$ cat src/rtl/otter_pkg.sv
// Shared Otter MCU core types and widths.
// The register file and the decode/writeback stages all use these.
package otter_pkg;

  localparam int unsigned XLEN       = 32;
  localparam int unsigned REG_ADDR_W = 5;
  localparam int unsigned NREGS      = 1 << REG_ADDR_W;

  typedef logic [XLEN-1:0]       word_t;
  typedef logic [REG_ADDR_W-1:0] reg_addr_t;

  function automatic logic is_x0(input reg_addr_t addr);
    return addr == '0;
  endfunction

endpackage

$ cat src/rtl/otter_rfile.sv
// RV32I integer register file: two combinational read ports and one synchronous write port.
// x0 is hardwired to zero, and a read of the register being written returns the old value.
module otter_rfile
  import otter_pkg::*;
(
  input  logic      i_clk,
  input  logic      i_rst,
  input  reg_addr_t i_r_addr1,
  input  reg_addr_t i_r_addr2,
  input  logic      i_w_en,
  input  reg_addr_t i_w_addr,
  input  word_t     i_w_data,
  output word_t     o_r_rs1,
  output word_t     o_r_rs2
);

  // Entry 0 is forced to zero so it reduces to constants in synthesis.
  word_t rf_q [NREGS] = '{default: '0};
  word_t rf_d [NREGS];

  always_comb begin
    rf_d = rf_q;
    if (i_w_en && !is_x0(i_w_addr)) begin
      rf_d[i_w_addr] = i_w_data;
    end
    rf_d[0] = '0;
  end

  always_ff @(posedge i_clk or posedge i_rst) begin
    if (i_rst) begin
      rf_q <= '{default: '0};
    end else begin
      rf_q <= rf_d;
    end
  end

  // No write-first bypass; forwarding is handled by the pipeline.
  assign o_r_rs1 = is_x0(i_r_addr1) ? '0 : rf_q[i_r_addr1];
  assign o_r_rs2 = is_x0(i_r_addr2) ? '0 : rf_q[i_r_addr2];

endmodule

$ cat config.mk
export PLATFORM = sky130hd
export DESIGN_NAME = otter_rfile
export DESIGN_NICKNAME = d
export VERILOG_FILES = /design/src/rtl/otter_pkg.sv /design/src/rtl/otter_rfile.sv
export SDC_FILE = /design/constraint.sdc
export NUM_CORES = 2
export LEC_CHECK = 0
export CAP_MARGIN = 20
export CORE_ASPECT_RATIO = 1.1
export CORE_MARGIN = 5
export CORE_UTILIZATION = 35
export CTS_CLUSTER_DIAMETER = 100
export CTS_CLUSTER_SIZE = 40
export DETAILED_ROUTE_END_ITERATION = 8
export HOLD_SLACK_MARGIN = 0.12
export PLACE_DENSITY = 0.56
export RECOVER_POWER = 25
export SLEW_MARGIN = 5
export SYNTH_ARGS = -nofsm -noshare
export SYNTH_HDL_FRONTEND = slang
export SYNTH_SLANG_ARGS = --single-unit
$ cat constraint.sdc
create_clock -name i_clk -period 45.6 [get_ports i_clk]
set_input_delay 6.84 -clock i_clk [delete_from_list [all_inputs] [get_ports i_clk]]
set_output_delay 6.84 -clock i_clk [all_outputs]
set_load 0.02 [all_outputs]
## After elaboration in Yosys (flattened, before gate mapping)

Index checks and enable logic that the tools add are counted.

- $lt $le $gt $ge: 4
- Muxes and demuxes: 11
- Bitwise logic cells: 3
- Reductions and logical operators: 6

Operator list:

| operator | number |
|---|---|
| $bwmux 1024 | 1 |
| $bmux 32 s5 | 2 |
| $mux 32 | 7 |
| $demux 32 s5 | 1 |
| $ge 6x6->1 const B | 3 |
| $not 5->6 | 3 |
| $logic_not 5->1 | 3 |
| $lt 6x1->1 const B | 1 |
| $logic_and 1x1->1 | 2 |
| $logic_not 1->1 | 1 |

- Bits in registers: 992
- Output and inout bits: 64

## Logic depth before layout (Yosys ltp)

- Depth in word-level cells: 6
- Mapped depth: 8

## Worst setup path after synthesis

Ideal clock, no wire load.

- Kind: input -> output
- Start: in i_r_addr1[0]
- End: out o_r_rs1[31]
- Data arrival time: 8.480 ns
- Data required time: 38.760 ns
- Path slack: 30.280 ns
- Cell stages on the path: 8
- Cells stage by stage: buf_2 -> buf_6 -> buf_8 -> buf_6 -> a21oi_1 -> a211oi_1 -> nor4_1 -> nor4_1

- Longest elaborated chain between the ends: 5
- Elaborated cells between the ends (all ways): 6

RTL lines:

| what | RTL line | RTL |
|---|---|---|
| start: declaration | otter_rfile.sv:8 | `input reg_addr_t i_r_addr1,` |
| $not 5->6 (implied by the code) | otter_rfile.sv:38 | `assign o_r_rs1 = is_x0(i_r_addr1) ? '0 : rf_q[i_r_addr1];` |
| $bmux 32 s5 | otter_rfile.sv:38 |  |
| $mux 32 (implied by the code) (2 in series) | otter_rfile.sv:38 |  |
| $mux 32 * | otter_rfile.sv:38 |  |
| end: declaration | otter_rfile.sv:13 | `output word_t o_r_rs1,` |

Mark *: on every way between the ends. The rest lies on a longest branch, timed or not. The select of a mux whose other input is x is not followed.

## Worst setup path after layout

- Start: in i_r_addr2[0]
- End: out o_r_rs2[17]

- Longest elaborated chain between the ends: 5
- Elaborated cells between the ends (all ways): 6

RTL lines:

| what | RTL line | RTL |
|---|---|---|
| start: declaration | otter_rfile.sv:9 | `input reg_addr_t i_r_addr2,` |
| $not 5->6 (implied by the code) | otter_rfile.sv:39 | `assign o_r_rs2 = is_x0(i_r_addr2) ? '0 : rf_q[i_r_addr2];` |
| $bmux 32 s5 | otter_rfile.sv:39 |  |
| $mux 32 (implied by the code) (2 in series) | otter_rfile.sv:39 |  |
| $mux 32 * | otter_rfile.sv:39 |  |
| end: declaration | otter_rfile.sv:14 | `output word_t o_r_rs2` |

Marked as above.

==> results.txt <==
----------------------------------------------------
[Run status]
  Result of the run ... complete, but fails checks
  Violations in the final reports ... max-capacitance violations, max-slew violations

[Final layout]
  Biggest register ... rf_q
  Leading cell types in the layout, fill and taps excluded ... sky130_fd_sc_hd__mux2_2, sky130_fd_sc_hd__dfrtp_1, sky130_fd_sc_hd__mux2i_1, sky130_fd_sc_hd__o22ai_1, sky130_fd_sc_hd__nor3_1
  Commonest non-fill, non-tap cell in the layout ... sky130_fd_sc_hd__mux2_2
  Top Registers ... rf_q: 992 flops
  Fraction of final layout cells with drive strength greater than 1 ... 0.385
  Layout-stage area growth over the synthesis result ... 7.09%
  Number of flip-flops under the largest register name ... between 900 and 1k
  Count of nets after finishing ... 3912

[Power and ir drop]
  Worst vdd ir ... about 23 uV
  Power Internal ... 1.51 mW
  Static Leakage ... between 20 and 25 nW
  Combinational cell fraction of total power ... 0.249
  Sequential group share of total power ... 0.540
  Pwr/cell area ... between 30 and 40 nW/um^2
  Total design power ... approximately 2.2 mW
  Sw frac ... 0.307
  Power share of the clock group ... 0.211
  Reported net switching power ... approximately 670 uW

[Clock network]
  TritonCTS buffer count ... 34
  Buffers from clock root to sink, at most ... 3
  Maximum level of the CTS H-tree ... 2
  Hold-fix buffer count after cts ... 0
  Number of instances resized during post-cts repair ... 0
  Insertion delay of the later-clocked pin in the worst-skew pair ... about 0.63 ns
  Clock tree from TritonCTS ... done
  Clock-pin slew on the worst setup and hold paths ... about 0.15 ns
  Root Driver ... sky130_fd_sc_hd__clkbuf_16
  TritonCTS sink count ... slightly below 1k
  Post-CTS setup buffers ... 0

[Route]
  Number of violations reported at the end of detailed-routing iteration 0 ... about 2.7k
  Antenna-violating nets left ... 0
  Number of remaining DRC errors ... 0
  Length of the first detailed-routing pass in iterations ... 7
  Drt via density ... around 6.0
  Vias post-DR ... ~35k
  Wire length after detailed routing ... about 170 mm
  Routed len/inst ... approximately 30 um

[Critical path]
  Worst path required time ... around 39 ns
  Worst Setup Path Type ... in2out
  Largest fanout of any net on the critical path ... 83
  Critical path startpoint category ... primary input
  Nature of the critical path endpoint ... output pin
  Worst EP arrival ... roughly 11 ns

[Placed design]
  Count of buffers inserted at the top-level ports ... about 110
  Placed wire-length estimate after detailed placement ... ~96 mm
  Last weighted congestion value of the routability-driven placer ... 0.772

[Die]
  Die Footprint ... 160000 um^2
  Core box area ... 152000 um^2
  Io pins ... around 110
  Horizontal extent of the die ... 382 um
  Number of standard-cell rows in the floorplan ... 150
  Die boundary height ... around 420 um
  Initial cell density of the core ... 0.352

[Logic synthesis]
  Number of synthesized register bits ... 992
  Per-instance average area after synthesis ... around 13 um^2
  Top cell type by total area after synthesis ... sky130_fd_sc_hd__dfrtp_1
  Synth unique cells ... 37
  Post-synthesis instance area ... between 50000 and 60000 um^2
  Synth top area cells ... sky130_fd_sc_hd__dfrtp_1, sky130_fd_sc_hd__mux2_2, sky130_fd_sc_hd__mux2i_1
  Share of the synthesized area in the top cell type ... 0.465
  Net Count, Synth ... about 4.1k
  Seq/Total Area, Yosys ... 0.465
  Cell count after synthesis ... 4028
  Count of warnings emitted by yosys ... 0

[STA]
  Total count of hold-check failures in the final report ... 0
  Relative slew slack ... -2.64
  Transition time of the tightest slew-check pin ... about 5.4 ns
  Clock skew ... 0 ns
  Total negative setup slack ... 0 ns
  Minimum clock period after layout ... about 18 ns
  Max-slew violation count ... 613
  Share of the cycle needed by the critical path after routing ... 0.394
  RSZ-0062 raised after global routing ... false
  Final count of negative-setup-slack endpoints ... 0
  Highest achievable clock rate ... between 0.05 and 0.06 GHz

[Global routing]
  Global-route wire length before repair ... around 260 mm
  Pin count of the biggest net entering global routing ... roughly 130
  Number of global-route vias before repair ... between 30k and 40k
  GRT Util Overall ... 0.211
  Overall overflow remaining after global route ... 0
  Antenna violations before repair ... 13

[Job]
  Max-cap viol count ... 14

[Worst hold path]
  Classification of the worst-slack hold path ... reg2reg

----------------------------------------------------
Yosys cell counts, drive strengths merged:
cell and n:
nand3 2, a21oi 2, o22ai 320, and3b 1, a221oi 62, mux2 1178
a22oi 62, nor2b 6, nand2b 8, inv 1, nor2 17, mux4 128
nand2 22, buf 253, mux2i 520, dfrtp 992, nor4 4, clkbuf 172
or2 5, and3 1, and2 4, o31a 62, nand3b 6, nor3 191
nor3b 4, or3b 3, a211oi 2
power by group through the flow:
stage	logic [mW]	clock network (mW)	registers, mW
6_report	0.541	0.458	1.17
5_1_grt	0.585	0.498	1.20
4_1_cts	0.541	0.475	1.17
3_5_place_dp	0.539	0	1.19
3_3_place_gp	0.529	0	1.18
2_1_floorplan	0.416	0	1.16
worst max-delay path, stage by stage:
cell                              delay (ns)
sky130_fd_sc_hd__buf_8                  0.66
sky130_fd_sc_hd__buf_4                  0.74
sky130_fd_sc_hd__buf_4                  0.93
sky130_fd_sc_hd__mux4_2                 0.39
sky130_fd_sc_hd__a22oi_1                0.07
sky130_fd_sc_hd__o31a_1                 0.17
sky130_fd_sc_hd__nor3_1                 0.49
sky130_fd_sc_hd__clkdlybuf4s50_1        0.75
metal layers:
layer	vias up	part of all wire	global-route usage
met5	-	0.00034	0
li1	15000	-	-
met2	1044	0.47	0.347
met3	261	0.057	0.0332
met4	10	0.031	0.0611
met1	19100	0.44	0.291
cells by family (layout without fill, tap and decap cells):
logic type	count (synthesis)	in the layout	share of synthesized area
AOI/OAI and AO/OA	510	510	0.0670
other	0	2	0
muxes	1826	1826	0.400
buffers and inverters	426	281	0.0411
DFF	992	992	0.465
and+or+nand+nor	274	274	0.0269
final timing paths:
| path | from | slack [ns] | endpoint | cells after the start |
|---|---|---|---|---|
| max in group asynchronous | i_rst | 29.78 | rf_q[840]$_DFFE_PP0P_ | 7 |
| worst min register to register | rf_q[569]$_DFFE_PP0P_ | 0.53 | rf_q[569]$_DFFE_PP0P_ | 1 |
| worst max register to register | rf_q[762]$_DFFE_PP0P_ | 44.78 | rf_q[762]$_DFFE_PP0P_ | 1 |
| worst max-delay path | i_r_addr2[0] | 27.65 | o_r_rs2[17] | 8 |
| worst min-delay path | rf_q[569]$_DFFE_PP0P_ | 0.53 | rf_q[569]$_DFFE_PP0P_ | 1 |
| min in group asynchronous | i_rst | 8.33 | rf_q[308]$_DFFE_PP0P_ | 2 |
stage by stage:
stage / setup slack [ns] / cell area [um^2] / instances / hold WS [ns] / utilization
after detailed placement: 27.47 / 55900 / 5785 / 0.492 / 0.368
final: 27.65 / 57200 / 5861 / 0.530 / 0.377
after global placement: 27.56 / 55800 / 5781 / 0.485 / 0.367
after global routing: 27.41 / 57200 / 5859 / 0.548 / 0.376
after CTS: 27.49 / 57000 / 5842 / 0.525 / 0.375
after floorplan: 10.85 / 53400 / 4028 / 0.470 / -
final cells by class:
class	instances	area, um^2
sequential	992	24800
clock buffer	39	911
inverter	1	5.00
clock inverter	18	210
tap	1976	2470
multi-input combinational	2610	26600
timing repair buffer	223	2160
fill	14400	94700
antenna	2	5.00
(Power assumes the default switching activity.)
